File: src/rtl/multicycle_controller.sv
// Main control FSM for the multicycle RV32I core: sequences fetch, decode,
// execute, memory and writeback, stalling on the memory ready handshake.
module multicycle_controller #(
  parameter int unsigned STATE_WIDTH = 4
) (
  input  logic                   clk_i,
  input  logic                   rst_n_i,
  input  logic [6:0]             op_i,
  input  logic [2:0]             funct3_i,
  input  logic                   funct7b5_i,
  input  logic                   zero_i,
  input  logic                   mem_ready_i,
  output logic                   pc_write_o,
  output logic                   adr_src_o,
  output logic                   mem_write_o,
  output logic                   ir_write_o,
  output logic [1:0]             result_src_o,
  output logic [1:0]             alu_src_a_o,
  output logic [1:0]             alu_src_b_o,
  output logic [2:0]             alu_control_o,
  output logic [1:0]             imm_src_o,
  output logic                   reg_write_o,
  output logic                   illegal_o,
  output logic [STATE_WIDTH-1:0] state_o
);

  typedef enum logic [STATE_WIDTH-1:0] {
    S_FETCH    = STATE_WIDTH'(0),
    S_DECODE   = STATE_WIDTH'(1),
    S_MEMADR   = STATE_WIDTH'(2),
    S_MEMREAD  = STATE_WIDTH'(3),
    S_MEMWB    = STATE_WIDTH'(4),
    S_MEMWRITE = STATE_WIDTH'(5),
    S_EXECR    = STATE_WIDTH'(6),
    S_EXECI    = STATE_WIDTH'(7),
    S_ALUWB    = STATE_WIDTH'(8),
    S_BEQ      = STATE_WIDTH'(9),
    S_JAL      = STATE_WIDTH'(10)
  } state_e;

  localparam logic [6:0] OP_LOAD  = 7'b0000011;
  localparam logic [6:0] OP_STORE = 7'b0100011;
  localparam logic [6:0] OP_RTYPE = 7'b0110011;
  localparam logic [6:0] OP_ITYPE = 7'b0010011;
  localparam logic [6:0] OP_BEQ   = 7'b1100011;
  localparam logic [6:0] OP_JAL   = 7'b1101111;

  localparam logic [2:0] ALU_ADD = 3'b000;
  localparam logic [2:0] ALU_SUB = 3'b001;
  localparam logic [2:0] ALU_AND = 3'b010;
  localparam logic [2:0] ALU_OR  = 3'b011;
  localparam logic [2:0] ALU_SLT = 3'b101;

  state_e     state_q;
  state_e     state_d;
  logic [2:0] alu_funct;

  always_ff @(posedge clk_i) begin
    if (!rst_n_i) begin
      state_q <= S_FETCH;
    end else begin
      state_q <= state_d;
    end
  end

  assign state_o = state_q;

  // Only R-type (op[5] set) subtracts on funct7b5; for I-type that bit is immediate.
  always_comb begin
    alu_funct = ALU_ADD;
    case (funct3_i)
      3'b000:  alu_funct = (op_i[5] && funct7b5_i) ? ALU_SUB : ALU_ADD;
      3'b010:  alu_funct = ALU_SLT;
      3'b110:  alu_funct = ALU_OR;
      3'b111:  alu_funct = ALU_AND;
      default: alu_funct = ALU_ADD;
    endcase
  end

  always_comb begin
    imm_src_o = 2'b00;
    case (op_i)
      OP_STORE: imm_src_o = 2'b01;
      OP_BEQ:   imm_src_o = 2'b10;
      OP_JAL:   imm_src_o = 2'b11;
      default:  imm_src_o = 2'b00;
    endcase
  end

  always_comb begin
    state_d       = S_FETCH;
    pc_write_o    = 1'b0;
    adr_src_o     = 1'b0;
    mem_write_o   = 1'b0;
    ir_write_o    = 1'b0;
    result_src_o  = 2'b00;
    alu_src_a_o   = 2'b00;
    alu_src_b_o   = 2'b00;
    alu_control_o = ALU_ADD;
    reg_write_o   = 1'b0;
    illegal_o     = 1'b0;

    case (state_q)
      S_FETCH: begin
        alu_src_b_o  = 2'b10;
        result_src_o = 2'b10;
        ir_write_o   = mem_ready_i;
        pc_write_o   = mem_ready_i;
        state_d      = mem_ready_i ? S_DECODE : S_FETCH;
      end
      S_DECODE: begin
        alu_src_a_o = 2'b01;
        alu_src_b_o = 2'b01;
        case (op_i)
          OP_LOAD, OP_STORE: state_d = S_MEMADR;
          OP_RTYPE:          state_d = S_EXECR;
          OP_ITYPE:          state_d = S_EXECI;
          OP_BEQ:            state_d = S_BEQ;
          OP_JAL:            state_d = S_JAL;
          default: begin
            state_d   = S_FETCH;
            illegal_o = 1'b1;
          end
        endcase
      end
      S_MEMADR: begin
        alu_src_a_o = 2'b10;
        alu_src_b_o = 2'b01;
        state_d     = op_i[5] ? S_MEMWRITE : S_MEMREAD;
      end
      S_MEMREAD: begin
        adr_src_o = 1'b1;
        state_d   = mem_ready_i ? S_MEMWB : S_MEMREAD;
      end
      S_MEMWB: begin
        result_src_o = 2'b01;
        reg_write_o  = 1'b1;
      end
      S_MEMWRITE: begin
        adr_src_o   = 1'b1;
        mem_write_o = 1'b1;
        state_d     = mem_ready_i ? S_FETCH : S_MEMWRITE;
      end
      S_EXECR: begin
        alu_src_a_o   = 2'b10;
        alu_control_o = alu_funct;
        state_d       = S_ALUWB;
      end
      S_EXECI: begin
        alu_src_a_o   = 2'b10;
        alu_src_b_o   = 2'b01;
        alu_control_o = alu_funct;
        state_d       = S_ALUWB;
      end
      S_ALUWB: begin
        reg_write_o = 1'b1;
      end
      S_BEQ: begin
        alu_src_a_o   = 2'b10;
        alu_control_o = ALU_SUB;
        pc_write_o    = zero_i;
      end
      S_JAL: begin
        alu_src_a_o = 2'b01;
        alu_src_b_o = 2'b10;
        pc_write_o  = 1'b1;
        state_d     = S_ALUWB;
      end
      default: state_d = S_FETCH;
    endcase

    // Reset presents FETCH datapath selects with every strobe held low.
    if (!rst_n_i) begin
      pc_write_o    = 1'b0;
      adr_src_o     = 1'b0;
      mem_write_o   = 1'b0;
      ir_write_o    = 1'b0;
      result_src_o  = 2'b10;
      alu_src_a_o   = 2'b00;
      alu_src_b_o   = 2'b10;
      alu_control_o = ALU_ADD;
      reg_write_o   = 1'b0;
      illegal_o     = 1'b0;
    end
  end

endmodule

File: config.mk
export PLATFORM = sky130hd
export DESIGN_NAME = multicycle_controller
export DESIGN_NICKNAME = d
export VERILOG_FILES = /design/src/rtl/multicycle_controller.sv
export SDC_FILE = /design/constraint.sdc
export NUM_CORES = 1
export LEC_CHECK = 0
export ABC_AREA = 1
export BUFFER_PORTS_ARGS = -buffer_cell sky130_fd_sc_hd__clkbuf_2
export CAP_MARGIN = 10
export CORE_MARGIN = 5
export CORE_UTILIZATION = 40
export DETAILED_ROUTE_END_ITERATION = 7
export PLACE_DENSITY_LB_ADDON = 0.25
export SLEW_MARGIN = 25
export SYNTH_ARGS = -nofsm -noshare
export SYNTH_HDL_FRONTEND = slang
export SYNTH_SLANG_ARGS = --single-unit
File: constraint.sdc
create_clock -name clk_i -period 1.8 [get_ports clk_i]
set_clock_uncertainty 0.2 [all_clocks]
set_input_delay 0.45 -clock clk_i [delete_from_list [all_inputs] [get_ports clk_i]]
set_output_delay 0.45 -clock clk_i [all_outputs]
set_load 0.02 [all_outputs]
==> results of run 1 <==
[synthesized netlist by cell type]
cell type | n | share of area, %
nor4_1 | 2 | 2.4
nor2_2 | 1 | 1.2
inv_1 | 19 | 14
a21oi_1 | 7 | 6.7
o22ai_1 | 1 | 1.2
a31oi_1 | 2 | 2.4
nor3_2 | 1 | 1.9
nor2_1 | 15 | 11
and3_1 | 1 | 1.2
buf_1 | 1 | 0.71
nand3_1 | 11 | 10
nand3b_1 | 1 | 1.4
nand2_1 | 30 | 21
o211ai_1 | 1 | 1.4
inv_2 | 1 | 0.71
o21ai_0 | 1 | 0.95
nor2_4 | 3 | 6.4
dfxtp_1 | 4 | 15
[kinds of logic after synthesis]
family / synth area share, %
simple gates: 57.1
buf+inv: 15.0
compound gates: 12.6
flops: 15.2
[metrics by stage]
stage,setup slack (ns),instances
after CTS,-0.165,174
after global placement,-0.0997,164
after detailed placement,-0.156,164
after floorplan,-0.0283,102
[repair_timing]
item,4_1_cts
setup buffers,7
pin swaps,1
gates resized for setup,34
hold buffers,0
endpoints found under the setup margin,14
==> results.sh, run 1 <==
export IMPL_io_buffers=35
export IMPL_ys_ff_latch=4
export IMPL_numCtsBuffers=3
export IMPL_clockBufferDepth=2
export IMPL_worst_ep_kind="primary output"
export IMPL_grt_max_degree=11
export IMPL_syn_instance_count=102
export IMPL_ys_seq_area_share_pct=15.2
export IMPL_globalplace_congestion=0.847
export IMPL_syn_num_nets=117
export IMPL_row_count=13
export IMPL_synth_distinct_cells=18
export IMPL_toolErrorMsg="[ERROR DPL-0033] detailed placement checks failed during check placement."
export IMPL_initial_utilization_pct=41.4
export IMPL_avgSynthCellArea_um2=5.15
export IMPL_synth_area_um2=526
export IMPL_cts_root_buf="clkbuf_4"
export IMPL_die_w_um=46.2
export IMPL_stop_stage="global routing (5_1_grt)"
export IMPL_crit_endpoint="alu_src_b_o[0]"
export IMPL_die_h_um=46.2
export IMPL_pin_count=36
export IMPL_placed_cell_area_um2=868
export IMPL_status="stopped before the end"
export IMPL_hpwl_mm=1.58
export IMPL_cts_sinks=4
export IMPL_yosysWarnings=0
export IMPL_antenna_found_initial=0
export IMPL_htreeDepth=1
==> run 2: changes to the inputs <==
--- a/config.mk
+++ b/config.mk
@@ -8,10 +8,10 @@
 export ABC_AREA = 1
 export BUFFER_PORTS_ARGS = -buffer_cell sky130_fd_sc_hd__clkbuf_2
 export CAP_MARGIN = 10
-export CORE_MARGIN = 5
-export CORE_UTILIZATION = 40
+export CORE_AREA = 5 5 66 68
 export DETAILED_ROUTE_END_ITERATION = 7
-export PLACE_DENSITY_LB_ADDON = 0.25
+export DIE_AREA = 0 0 71 73
+export PLACE_DENSITY_LB_ADDON = 0.15
 export SLEW_MARGIN = 25
 export SYNTH_ARGS = -nofsm -noshare
 export SYNTH_HDL_FRONTEND = slang
==> run 2 against run 1 <==
  * The flow now finishes, with violations (negative setup slack)
  * Synthesized cell count stayed put
  * Area after synthesis stayed put
==> results.sh, run 2 <==
export IMPL_hold_viol_final=0
export IMPL_dr_pass1_iters=4
export IMPL_yosysWarnings=0
export IMPL_largest_reg_flops=4
export IMPL_clk_pin_slew_ns=0.03
export IMPL_placed_cells=206
export IMPL_clockBufferDepth=2
export IMPL_max_vdd_ir_drop_v=0.000119
export IMPL_synth_area_top_cells="nand2_1, dfxtp_1, inv_1"
export IMPL_fin_cells=217
export IMPL_grt_max_degree=8
export IMPL_final_common_cell="buf_4"
export IMPL_hold_buffers=0
export IMPL_synth_distinct_cells=18
export IMPL_criticalPathCategory="register to output port"
export IMPL_area_growth_pct=146
export IMPL_crit_chain="inv_2 -> nand2_2 -> buf_4 -> o211ai_1 -> nand2_1 -> inv_1 -> clkbuf_8"
export IMPL_ys_ff_latch=4
export IMPL_initialDrtViolationCount=9
export IMPL_nFillCells=439
export IMPL_rsz0062_at_grt="yes"
export IMPL_nets=184
export IMPL_synthTopCellsByCount="nand2_1, inv_1, nor2_1"
export IMPL_wirelength_mm=2.23
export IMPL_synth_area_um2=526
export IMPL_n_antenna_cell=0
export IMPL_min_period_over_period_pct=108
export IMPL_worstMarginPinSlew_ns=0.214
export IMPL_status="finished with violations"
export IMPL_synthArstFlopShare_pct=0
export IMPL_violations="negative setup slack"
export IMPL_cts_sinks=4
export IMPL_period_needed_ns=1.95
export IMPL_synth_edf_count=0
export IMPL_initial_utilization_pct=13.8
export IMPL_ys_seq_area_share_pct=15.2
export IMPL_path_max_fanout=3
export IMPL_critPathBufInv=4
export IMPL_cts_root_buf="clkbuf_8"
export IMPL_avgSynthCellArea_um2=5.15
export IMPL_htreeDepth=1
export IMPL_die_w_um=71
export IMPL_antenna_found_initial=0
export IMPL_core_area_mm2=0.00380
export IMPL_die_area_mm2=0.00518
export IMPL_row_count=23
export IMPL_endpoint_kind="output port"
export IMPL_numCtsBuffers=3
export IMPL_synth_top_area_cell="nand2_1"
export IMPL_power_density_mw_per_mm2=333
export IMPL_pin_count=36
export IMPL_yosysMostFrequentCell="nand2_1"
export IMPL_cpPeakStageDelay_ns=0.35
export IMPL_fmaxAchievable_ghz=0.514
export IMPL_arrival_ns=1.30
export IMPL_drv_cap=0
export IMPL_gr_total_overflow=0
export IMPL_vias=849
export IMPL_grtUsageTotal_pct=8.73
export IMPL_cts_tree="built"
export IMPL_drcViolationCount=0
export IMPL_globalplace_congestion=0.779
export IMPL_yosys_most_used_dff="dfxtp_1"
export IMPL_totalPowerFinal_mw=0.430
export IMPL_antenna_left=0
export IMPL_crit_slowest_cell="dfxtp_4"
export IMPL_cp_start_kind="register"
export IMPL_avgRoutedWirePerCell_um=10.3
export IMPL_crit_required_ns=1.15
export IMPL_grt_pass1_wl_mm=3.71
export IMPL_clock_latency_ns=0.21
export IMPL_grt_pass1_vias=920
export IMPL_tns_ns=-0.935
export IMPL_min_path_type="input port to register"
export IMPL_io_buffers=35
export IMPL_post_place_ws_ns=-0.141
export IMPL_die_h_um=73
export IMPL_layout_common_cells="buf_4, nand2_1, clkbuf_2"
export IMPL_whs_ns=0.410
export IMPL_hpwl_mm=1.88
export IMPL_setup_viol=13
export IMPL_slew_viol_final=0
export IMPL_layout_setup_ws_ns=-0.145
export IMPL_viasPerCell=3.91
export IMPL_layout_drive_gt1_share_pct=67.7
export IMPL_syn_instance_count=102
export IMPL_p_leak_nw=0.628
export IMPL_synth_top_area_share_pct=21.4
export IMPL_relSlewSlack_pct=85.7
export IMPL_path_delay_family="buffers and inverters"
export IMPL_syn_num_nets=117
## run 2: cell counts after synthesis
No cell type changed its count.
## run 2: final cells by class
type                       count  area (um^2)  area share, %
clock buffer                   3         41.3           3.19
inverter                      20         83.8           6.49
multi-input combinational     77          515           39.9
sequential                     4         95.1           7.36
tap                           50         62.6           4.84
timing repair buffer          63          494           38.2
## run 2: timing repair
item | CTS | global route
endpoints found under the setup margin | 17 | 17
pin swaps | 1 | 10
gates resized for setup | 35 | 50
buffers inserted | 1 | 7
## run 2: worst min-delay path: stages
cell and delay, ns:
clkbuf_2 0.09, nand2_1 0.08, nor2_1 0.05, nor2_1 0.07
nor2_1 0.04
## run 2: per-stage QoR
step	cell area (um^2)	utilization (%)
6_report	1290	34.0
5_1_grt	1290	34.0
4_1_cts	1110	29.2
3_5_place_dp	965	25.4
3_3_place_gp	965	25.4
2_1_floorplan	581	-
## run 2: metal layers
metal  part of all wire [%]  routed length [um]  track usage (%)
met1                     42                 928             10.0
met2                     52                1170             16.1
met3                    5.9                 132             1.38
met4                      0                   0             3.55
met5                      0                   0                0
## run 2: cell families after synthesis
logic type | after synthesis | synth area share [%]
compound gates | 12 | 12.6
buf+inv | 21 | 15.0
flops | 4 | 15.2
simple gates | 65 | 57.1
## run 2: final timing paths
kind	from	end	slack, ns	cells past startpoint
hold reg to reg	state_o[2]	state_o[3]	0.60	4
setup reg to reg	state_o[1]	state_o[2]	0.41	9
hold / removal	op_i[4]	state_o[2]	0.41	5
setup / recovery	state_o[3]	alu_src_b_o[0]	-0.15	7
## run 2: where the power goes
group | internal [mW] | switching, mW | leakage [nW]
Sequential | 0.0863 | 0.00458 | 0.0355
Clock | 0.142 | 0.0425 | 0.0216
Combinational | 0.0773 | 0.0774 | 0.571
No activity file was read; power rests on OpenSTA's default activity.
